--- src/rtl/risc_pkg.sv ---
// Shared SoC definitions: bus widths, boot-loader state encoding and status decode.
package risc_pkg;

  localparam int IMEM_ADDR_W = 16;
  localparam int WORD_W      = 16;

  typedef enum logic [2:0] {
    S_IDLE    = 3'd0,
    S_LOAD_LO = 3'd1,
    S_LOAD_HI = 3'd2,
    S_WRITE   = 3'd3,
    S_RUN     = 3'd4,
    S_HALTED  = 3'd5,
    S_ERROR   = 3'd6
  } loader_state_t;

  typedef struct packed {
    logic s_ready;
    logic core_rst_n;
    logic busy;
    logic done;
    logic error;
  } loader_flags_t;

  // Status outputs as a pure function of state; the FSM registers them from the next state.
  function automatic loader_flags_t decode_flags(loader_state_t st);
    loader_flags_t f;
    f            = '0;
    f.s_ready    = (st == S_LOAD_LO) || (st == S_LOAD_HI);
    f.core_rst_n = (st == S_RUN) || (st == S_HALTED);
    f.busy       = (st == S_LOAD_LO) || (st == S_LOAD_HI) || (st == S_WRITE);
    f.done       = (st == S_RUN) || (st == S_HALTED);
    f.error      = (st == S_ERROR);
    return f;
  endfunction

endpackage

--- src/rtl/loader_byte_packer.sv ---
// Assembles two stream bytes (low first) into one word and emits a one-cycle word pulse.
module loader_byte_packer
  import risc_pkg::*;
(
  input  logic              clk,
  input  logic              rst,
  input  logic              lo_en,
  input  logic              hi_en,
  input  logic [7:0]        data,
  input  logic              last,
  output logic [WORD_W-1:0] word,
  output logic              word_valid,
  output logic              word_last
);

  logic [7:0] lo_byte;
  logic [7:0] hi_byte;

  // NOTE: sequential state uses non-blocking assignments so every register samples pre-edge values.
  always_ff @(posedge clk) begin
    if (rst) begin
      lo_byte    <= '0;
      hi_byte    <= '0;
      word_valid <= 1'b0;
      word_last  <= 1'b0;
    end else begin
      word_valid <= hi_en;
      if (lo_en) lo_byte <= data;
      if (hi_en) begin
        hi_byte   <= data;
        word_last <= last;
      end
    end
  end

  assign word = {hi_byte, lo_byte};

endmodule

--- src/rtl/imem_boot_loader.sv ---
// Byte-stream program loader into IMEM; holds the core in reset until loaded, then watches halt.
// Optional trailing checksum word enabled by defining IMEM_LOADER_CHECKSUM_EN.
module imem_boot_loader
  import risc_pkg::*;
#(
  parameter int IMEM_SIZE = 64,
  parameter int ADDR_W    = IMEM_ADDR_W
) (
  input  logic              clk,
  input  logic              rst,
  input  logic              start,
  input  logic              s_valid,
  input  logic [7:0]        s_data,
  input  logic              s_last,
  output logic              s_ready,
  output logic [ADDR_W-1:0] imem_waddr,
  output logic [WORD_W-1:0] imem_wdata,
  output logic              imem_wr,
  output logic              core_rst_n,
  input  logic              core_holt,
  output logic              busy,
  output logic              done,
  output logic              error,
  output logic [15:0]       word_count
);

  loader_state_t state, state_n;
  loader_flags_t flags;
  logic [WORD_W-1:0] pk_word;
  logic pk_valid, pk_last;
  logic hs, lo_en, hi_en, overflow, chk_word, chk_ok, start_load;

  assign hs         = s_valid & flags.s_ready;
  assign start_load = start && (state == S_IDLE || state == S_HALTED || state == S_ERROR);

`ifdef IMEM_LOADER_CHECKSUM_EN
  logic [WORD_W-1:0] sum;

  // The word closing the stream is the checksum: never written, never counted.
  assign chk_word = s_last;
  assign chk_ok   = (sum == pk_word);

  always_ff @(posedge clk) begin
    if (rst || start_load) sum <= '0;
    else if (imem_wr)      sum <= sum + pk_word;
  end
`else
  assign chk_word = 1'b0;
  assign chk_ok   = 1'b1;
`endif

  assign overflow = (word_count == 16'(IMEM_SIZE)) && !chk_word;
  assign lo_en    = hs && (state == S_LOAD_LO);
  assign hi_en    = hs && (state == S_LOAD_HI) && !overflow;

  loader_byte_packer u_packer (
    .clk        (clk),
    .rst        (rst),
    .lo_en      (lo_en),
    .hi_en      (hi_en),
    .data       (s_data),
    .last       (s_last),
    .word       (pk_word),
    .word_valid (pk_valid),
    .word_last  (pk_last)
  );

  // NOTE: state_n gets a default before the case so no path leaves it unassigned (no latch).
  always_comb begin
    state_n = state;
    case (state)
      S_IDLE, S_HALTED, S_ERROR: if (start) state_n = S_LOAD_LO;
      S_LOAD_LO: if (hs) state_n = s_last ? S_ERROR : S_LOAD_HI;
      S_LOAD_HI: if (hs) state_n = overflow ? S_ERROR : S_WRITE;
      S_WRITE: begin
        if (pk_valid && pk_last) state_n = chk_ok ? S_RUN : S_ERROR;
        else                     state_n = S_LOAD_LO;
      end
      S_RUN:   if (core_holt) state_n = S_HALTED;
      default: state_n = S_IDLE;
    endcase
  end

  always_ff @(posedge clk) begin
    if (rst) begin
      state      <= S_IDLE;
      flags      <= '0;
      imem_wr    <= 1'b0;
      imem_waddr <= '0;
      word_count <= '0;
    end else begin
      state   <= state_n;
      flags   <= decode_flags(state_n);
      imem_wr <= hi_en && !chk_word;
      if (hi_en)        imem_waddr <= ADDR_W'(word_count);
      if (start_load)   word_count <= '0;
      else if (imem_wr) word_count <= word_count + 16'd1;
    end
  end

  assign imem_wdata = pk_word;
  assign s_ready    = flags.s_ready;
  assign core_rst_n = flags.core_rst_n;
  assign busy       = flags.busy;
  assign done       = flags.done;
  assign error      = flags.error;

endmodule

--- config.mk ---
export PLATFORM = sky130hd
export DESIGN_NAME = imem_boot_loader
export DESIGN_NICKNAME = d
export VERILOG_FILES = /design/src/rtl/risc_pkg.sv /design/src/rtl/loader_byte_packer.sv /design/src/rtl/imem_boot_loader.sv
export SDC_FILE = /design/constraint.sdc
export NUM_CORES = 1
export LEC_CHECK = 0
export BUFFER_PORTS_ARGS = -buffer_cell sky130_fd_sc_hd__buf_2
export CAP_MARGIN = 5
export CORE_MARGIN = 4
export CORE_UTILIZATION = 55
export CTS_CLUSTER_SIZE = 8
export DETAILED_ROUTE_END_ITERATION = 8
export GPL_TIMING_DRIVEN = 0
export PLACE_DENSITY = 0.8
export SLEW_MARGIN = 10
export SYNTH_ARGS = -nofsm -noshare
export SYNTH_HDL_FRONTEND = slang
export SYNTH_SLANG_ARGS = --single-unit
--- constraint.sdc ---
create_clock -name clk -period 2.45 [get_ports clk]
set_clock_uncertainty 0.05 [all_clocks]
set_input_delay 0.245 -clock clk [delete_from_list [all_inputs] [get_ports clk]]
set_output_delay 0.245 -clock clk [all_outputs]
set_load 0.005 [all_outputs]
---- After elaboration in Yosys (flattened, before gate mapping) ----
Cells that the tools add are included.
operators by class
  bitwise gates (word level) .............. 1
  eq/ne operators ......................... 13
  $add $sub $neg .......................... 1
  reductions and logical operators ........ 14
  multiplexer cells ....................... 8
operators with widths
  cell                                                  number
  two-way mux 3 bit                                     7
  equality test 3 bit, second input constant            6
  adder 16 x 1 -> 16 bit, second input constant         1
  equality test 16 x 7 -> 1 bit, second input constant  1
  one-hot mux 3 bit (5 select lines)                    1
  equality test 3 x 2 -> 1 bit, second input constant   4
  equality test 3 x 1 -> 1 bit, second input constant   2
  logical AND 1 bit                                     5
  logical OR 1 bit                                      5
  zero test 3 bit                                       1
  OR reduction 3 bit                                    1
  OR reduction 2 bit                                    1
  AND 1 bit                                             1
  zero test 1 bit                                       1
word-level totals
  register bits after elaboration ......... 57
  input bits .............................. 14
  output and inout port bits .............. 54
  logic and storage cells ................. 48

---- Depth between registers and ports, before layout ----
Gate-level depths: netlist of run 1.
  depth after elaboration ................. 7
  depth in mapped cells ................... 8
  gate-level depth less buffers ........... 7

---- Hierarchy ----
A second synthesis of run 1 with hierarchy kept.
second synthesis, totals
  cell total of the unflattened synthesis .. 265
  area total of the unflattened synthesis .. 2572.5 sq um
modules (own cells, without submodules)
  module              area an instance (sq um)  cells an instance  sequential area each (sq um)  instances
  imem_boot_loader    1930.6                    208                800.8                         1
  loader_byte_packer  641.9                     57                 360.3                         1

---- Worst setup path before layout of run 1 ----
OpenSTA, ideal clock, no wires.
  path type ............................... register -> register
  start ................................... register word_count[0]
  end ..................................... register imem_waddr[3]
  cell stages (with the launch flop) ...... 9
  clock period less this slack ............ 1655 ps
  library setup time ...................... 143 ps
  data arrival time ....................... 1462 ps
  data required time ...................... 2257 ps
  path buffers ............................ 1
  path slack .............................. 795 ps
  path through ............................ dfxtp_1 -> inv_1 -> ha_1 -> and4bb_1 -> nand4_4 -> nand2_8 -> buf_12 -> nand2_2 -> a21oi_2
on the way
  word-level cells in the longest chain between the ends .. 3
RTL lines
  element                        line                    RTL
  start: declaration             imem_boot_loader.sv:24  output logic [15:0] word_count
  start signal: assignment       imem_boot_loader.sv:97  else if (imem_wr) word_count <= word_count + 16'd1;
  equality test 16 x 7 -> 1 bit  imem_boot_loader.sv:52  assign overflow = (word_count == 16'(IMEM_SIZE)) && !chk_word;
  zero test 1 bit                imem_boot_loader.sv:54  assign hi_en = hs && (state == S_LOAD_HI) && !overflow;
  logical AND 1 bit              imem_boot_loader.sv:54
  end signal: assignment         imem_boot_loader.sv:95  if (hi_en) imem_waddr <= ADDR_W'(word_count);
  end: declaration               imem_boot_loader.sv:16  output logic [ADDR_W-1:0] imem_waddr,
No other way between the ends.
A chain may end at the register's enable or synchronous reset.

---- Worst setup path in the final report of run 1 ----
Ends and elaborated chain as after synthesis.

==> results of run 1 <==
[logic make-up (layout without fill, tap and decap cells)]
family | Yosys count | in the layout | share of synthesized area, %
AOI/OAI and AO/OA | 27 | 27 | 8.59
xor gates and xnor gates | 16 | 16 | 5.50
adders and majority gates | 2 | 2 | 0.982
buffers and inverters | 22 | 104 | 5.45
DFF | 57 | 57 | 44.8
muxes | 17 | 17 | 6.68
and+or+nand+nor | 119 | 119 | 28.0
[where the power goes]
part / switching, mW / internal, mW / total [mW] / leakage, nW
combinational: 0.0566 / 0.0381 / 0.0947 / 0.788
sequential: 0.00650 / 0.937 / 0.944 / 0.460
clock: 0.365 / 0.457 / 0.822 / 0.0909
total: 0.428 / 1.43 / 1.86 / 1.34
[critical path, stage by stage, from the launching register on]
cell,delay [ps]
dfxtp_1,500
inv_1,100
ha_1,200
and4bb_1,210
nand4_4,210
nand2_8,140
buf_12,220
nand2_2,70
a21oi_2,50
[flip-flops by register name, summed over array words and instances (netlist names)]
register            count
u_packer.hi_byte        8
u_packer.word_last      1
u_packer.lo_byte        8
imem_wr                 1
word_count             16
s_ready                 1
imem_waddr             16
done                    1
busy                    1
state                   3
error                   1
[worst paths after layout]
kind                         startpoint                          endpoint  slack, ps  cells after the start
max          word_count[0]$_SDFFE_PP0P_        imem_waddr[3]$_SDFFE_PP0P_        570                      8
max reg2reg  word_count[0]$_SDFFE_PP0P_        imem_waddr[3]$_SDFFE_PP0P_        570                      8
min reg2reg  imem_waddr[7]$_SDFFE_PP0P_        imem_waddr[7]$_SDFFE_PP0P_        410                      2
min                           s_data[2]  u_packer.hi_byte[2]$_SDFFE_PP0P_        120                      3
[synth_stat cells, types with 2 or more instances]
cell	number
nand4_1	6
nand3_1	16
inv_1	5
and4_1	2
nor2_1	43
dfxtp_1	57
nor4_2	2
xor2_1	8
xnor2_1	8
nor3b_1	2
nor2b_1	2
nand2_2	17
buf_4	2
nor3_2	2
buf_12	2
mux2i_1	17
clkbuf_1	5
ha_1	2
a21oi_2	17
nor4_4	3
nand2_1	12
o21ai_0	3
buf_2	7
nor3_1	2
a21oi_1	2
[metrics by stage]
stage                     power, mW  utilization (%)  instance area (µm²)  std cells
after floorplan                1.02                -                 2550        260
final                          1.86             71.0                 3130        394
after global routing           1.93             71.0                 3130        394
after detailed placement       1.06             66.8                 2950        379
after global placement         1.06             66.8                 2950        379
after CTS                      1.87             71.0                 3130        394
[cell type report]
| cell class | count | share of cell area [%] |
|---|---|---|
| inverter | 5 | 0.599 |
| clock inverter | 6 | 1.92 |
| multi-input combinational | 181 | 40.5 |
| timing repair buffer | 67 | 10.7 |
| buffer | 17 | 3.83 |
| tap | 52 | 2.08 |
| sequential | 57 | 36.4 |
| clock buffer | 9 | 3.95 |
[per-layer routing]
| layer | vias up | part of all wire (%) | track usage (%) | wire, µm |
|---|---|---|---|---|
| met5 | - | 0 | 0 | 0 |
| met4 | 0 | 1.3 | 7.87 | 74 |
| met3 | 6 | 6.0 | 7.57 | 330 |
| met2 | 57 | 48 | 31.6 | 2630 |
| met1 | 977 | 45 | 25.3 | 2500 |
| li1 | 1032 | - | - | - |
==> reports/qor.yml, run 1 <==
worst_setup_path:
  worstPathRequired_ps: 2580
  critPathLaunchType: "register"
  critPathKind: "reg2reg"
  worst-endpoint-arrival_ps: 2020
  end_kind: "register"
  cp_max_fo: 10
synth:
  synth_top_cell_by_area: "dfxtp_1"
  ys.flop_type: "dfxtp_1"
  syn_nets: 276
  synth-seq-area-share_pct: 44.8
  synthTopCellsByArea: "dfxtp_1 (45%), mux2i_1 (6.7%), nor2_1 (6.3%), a21oi_2 (5.8%), nand2_2 (4.2%)"
  syn_area_um2: 2550
  ys_types: 41
  synth_top_area_share_pct: 44.8
  ys_warn_count: 0
  synthArstFlopShare_pct: 0
  avgSynthCellArea_um2: 9.80
  synth_edf_count: 0
  ys_seq_elements: 57
  syn-instance-count: 260
route:
  firstDrtPassIters: 4
  ant_nets: 0
  drt-total-wl_um: 5540
  drc_errors: 0
  wl_per_cell_um: 14.1
  vias: 2072
  initialDrtViolationCount: 111
  viasPerCell: 5.26
layout:
  layout_commonest_cell: "buf_2"
  ff_latch_area_um2: 1140
  area_growth_pct: 22.9
  multi_input_area_um2: 1270
  nets: 354
  num_antenna_cells: 0
  layout_common_cells: "buf_2 (74), dfxtp_1 (57), nor2_1 (43)"
  nFillCells: 350
  drive_gt1_share_pct: 41.2
global_route:
  grt_pass1_vias: 2057
  grt.overflow.total: 0
  grt_pass1_wl_um: 9740
  grt_util_all_layers_pct: 20.3
  grt_antenna_before_repair: 0
  grt_start_max_net_pins: 11
power_and_ir_drop:
  p_per_area_nw_per_um2: 594
  irDropWorstVdd_uv: 409
  power_leakage_nw: 1.34
sta:
  min_period_ps: 1880
  worst_pin_slew_ps: 714
  setup_viol: 0
  fin_hold_ws_ps: 115
  drv_slew: 0
  max_freq_ghz: 0.531
  slew-limit-headroom_pct: 52.4
  rsz0062_at_grt: "false"
  fin_setup_tns_ps: 0
  layout_setup_ws_ps: 566
  hold_violations: 0
  period_share_pct: 76.9
placed_design:
  portBuffers: 67
  place_ws_ps: 584
  dpl.hpwl_um: 3940
  gp_congestion: 0.828
floorplanning:
  die-area_um2: 5790
  core_area_um2: 4410
  start_util_pct: 57.7
  ios: 68
  die_h_um: 76.1
  row_count: 24
  dieWidth_um: 76.1
clock_tree:
  cts_setup_buffers: 0
  cts_tree: "done"
  root_buffer: "clkbuf_8"
  clockBufferDepth: 2
  cts.sinks: 57
  ctsHoldBuffers: 0
  numCtsBuffers: 9
  htreeDepth: 3
  clk_latency_ps: 330
  cts-resized-gates: 0
  clkTransAtPathRegs_ps: 60
status:
  status: "complete, no violations"
worst_hold_path:
  worstHoldPathType: "in2reg"
run:
  maxCapViolations: 0
No activity file was read; power rests on OpenSTA's default activity.
==> inputs of run 2 (changes only) <==
--- a/config.mk
+++ b/config.mk
@@ -8,11 +8,11 @@
 export BUFFER_PORTS_ARGS = -buffer_cell sky130_fd_sc_hd__buf_2
 export CAP_MARGIN = 5
 export CORE_MARGIN = 4
-export CORE_UTILIZATION = 55
+export CORE_UTILIZATION = 47
 export CTS_CLUSTER_SIZE = 8
 export DETAILED_ROUTE_END_ITERATION = 8
 export GPL_TIMING_DRIVEN = 0
-export PLACE_DENSITY = 0.8
+export PLACE_DENSITY = 0.72
 export SLEW_MARGIN = 10
 export SYNTH_ARGS = -nofsm -noshare
 export SYNTH_HDL_FRONTEND = slang
==> constraint.sdc (replaced) <==
create_clock -name clk -period 1.6 [get_ports clk]
set_clock_uncertainty 0.05 [all_clocks]
set_input_delay 0.16 -clock clk [delete_from_list [all_inputs] [get_ports clk]]
set_output_delay 0.16 -clock clk [all_outputs]
set_load 0.005 [all_outputs]
==> run 2 against run 1 <==
The run now ends with negative setup slack left. Sequential share of layout area down 3.0 points. Final area up 10%. Combinational power up 92%. Critical endpoint is now imem_waddr[5]$_SDFFE_PP0P_. Largest power group unchanged.
==> reports/qor.yml, run 2 (synthesis gave the netlist of run 1 again) <==
worst_setup_path:
  cp_max_fo: 10  # unchanged
  critPathKind: "reg2reg"
  worstPathRequired_ps: 1810  # -770 ps
  crit_top_cell: "buf_12"
  end_kind: "register"
  path_cells: "inv_2, ha_2, and4bb_1, nand4_4, buf_12, nand2_8, buf_12, nand2_2, a21oi_2"
  max_stage_delay_ps: 340  # -160 ps
  crit_slowest_cell: "dfxtp_4"
  worst-endpoint-arrival_ps: 1900  # -120 ps
  critPathLaunchType: "register"
route:
  drc_errors: 0  # unchanged
  viasPerCell: 5.07  # -3.7%
  firstDrtPassIters: 6  # +2
  wl_per_cell_um: 14.5  # +3.0%
  vias: 2153  # +3.9%
  drt-total-wl_um: 6150  # +11%
  initialDrtViolationCount: 66  # -41%
  ant_nets: 0  # unchanged
power_and_ir_drop:
  p_per_area_nw_per_um2: 824  # +39%
  power_leakage_nw: 1.47  # +10%
  irDropWorstVdd_uv: 539  # +32%
  p_total_mw: 2.85  # +53%
layout:
  nFillCells: 415  # +19%
  nets: 367  # +3.7%
  final_area_um2: 3460  # +10%
  top_regs: "imem_waddr (16), word_count (16)"
  area_growth_pct: 35.7
  ff_latch_area_um2: 1150  # +1.2%
  layout_commonest_cell: "buf_2"
  layout.cells.non_filler: 425  # +7.9%
  multi_input_area_um2: 1380  # +8.6%
  drive_gt1_share_pct: 49.3  # +8.1 points
  fin_util_pct: 66.9  # -4.1 points
  num_antenna_cells: 0  # unchanged
  layout_common_cells: "buf_2 (69), dfxtp_1 (50), nor2_1 (40)"
placed_design:
  dp.cells: 397  # +4.7%
  portBuffers: 67  # unchanged
  gp_congestion: 0.815  # -1.6%
  placed_area_um2: 2970  # +0.85%
  place_ws_ps: -180  # -764 ps
  dpl.hpwl_um: 3910  # -0.65%
floorplanning:
  core_area_um2: 5170  # +17%
  die-area_um2: 6670  # +15%
  ios: 68  # unchanged
  die_h_um: 81.6  # +7.3%
  start_util_pct: 49.3  # -8.5 points
  row_count: 26  # +8.3%
  dieWidth_um: 81.6  # +7.3%
clock_tree:
  cts_tree: "done"
  numCtsBuffers: 9  # unchanged
  cts.sinks: 57  # unchanged
  root_buffer: "clkbuf_8"
  clockBufferDepth: 2  # unchanged
  clkTransAtPathRegs_ps: 60  # about the same
  clk_latency_ps: 330  # about the same
  htreeDepth: 3  # unchanged
sta:
  worst_pin_slew_ps: 720  # +6.35 ps
  setup_viol: 29  # +29
  layout_setup_ws_ps: -93.5  # -660 ps
  rsz0062_at_grt: "true"
  slew-limit-headroom_pct: 52.0  # -0.42 points
  max_freq_ghz: 0.591  # +11%
  min_period_ps: 1690  # -190 ps
  hold_violations: 0  # unchanged
  drv_slew: 0  # unchanged
  period_share_pct: 106  # +29 points
global_route:
  grt.overflow.total: 0  # unchanged
  grt_start_max_net_pins: 11  # unchanged
  grt_pass1_vias: 2022  # -1.7%
  grt_antenna_before_repair: 0  # unchanged
  grt_pass1_wl_um: 9980  # +2.5%
  grt_util_all_layers_pct: 19.6  # -0.68 points
status:
  violations: "negative setup slack"
  status: "finished, violations left"
worst_hold_path:
  worstHoldPathType: "in2reg"
run:
  maxCapViolations: 0  # unchanged
## run 2: path summary, 6_finish.rpt
kind / endpoint / depth (start not counted) / slack [ps] / from
worst max-delay path: imem_waddr[5]$_SDFFE_PP0P_ / 9 / -90 / word_count[0]$_SDFFE_PP0P_
worst min-delay path: u_packer.hi_byte[7]$_SDFFE_PP0P_ / 3 / 30 / s_data[7]
worst max register to register: imem_waddr[5]$_SDFFE_PP0P_ / 9 / -90 / word_count[0]$_SDFFE_PP0P_
worst min register to register: imem_waddr[11]$_SDFFE_PP0P_ / 2 / 400 / imem_waddr[11]$_SDFFE_PP0P_
## run 2: metrics by stage
stage          TNS, ps  hold slack [ps]
5_1_grt          -4450             31.6
4_1_cts          -1390             19.4
3_3_place_gp     -3640              355
2_1_floorplan        0              254
6_report         -1720             28.0
3_5_place_dp     -4540              364
## run 2: report_power, final
group	internal, mW	switching [mW]
logic	0.0830	0.0988
clock network	0.678	0.544
registers	1.43	0.0120
total	2.19	0.655
## run 2: timing repair
| action | CTS | global route |
|---|---|---|
| pin swaps | 4 | 13 |
| cloned | 1 | 2 |
| setup buffers | 8 | 5 |
| endpoints found under the setup margin | 41 | 50 |
| hold endpoints to repair | 0 | 0 |
| hold buffers | 0 | 0 |
| resized for setup | 12 | 28 |
## run 2: final cells by class
class                           count  area share [%]
Multi-Input combinational cell    182            39.8
Sequential cell                    57            33.4
Timing Repair Buffer               82            15.1
Clock buffer                       13            4.88
Buffer                             14            3.40
Tap cell                           70            2.53
Inverter                            5           0.543
Clock inverter                      2           0.362
## run 2: per-layer routing
layer,vias to the layer above,GRT usage (%),part of all wire [%]
li1,1064,-,-
met1,1013,27.1,47
met2,65,28.9,46
met3,11,4.82,5.2
met4,0,8.47,1.9
met5,-,0,0
## run 2: worst max-delay path: cells and delay by family (launching register included)
kind                       cells  cell delay [ps]
AOI/OAI and AO/OA              1              120
adders and majority gates      1              150
DFF                            1              340
and+or+nand+nor                4              570
buffers and inverters          3              380
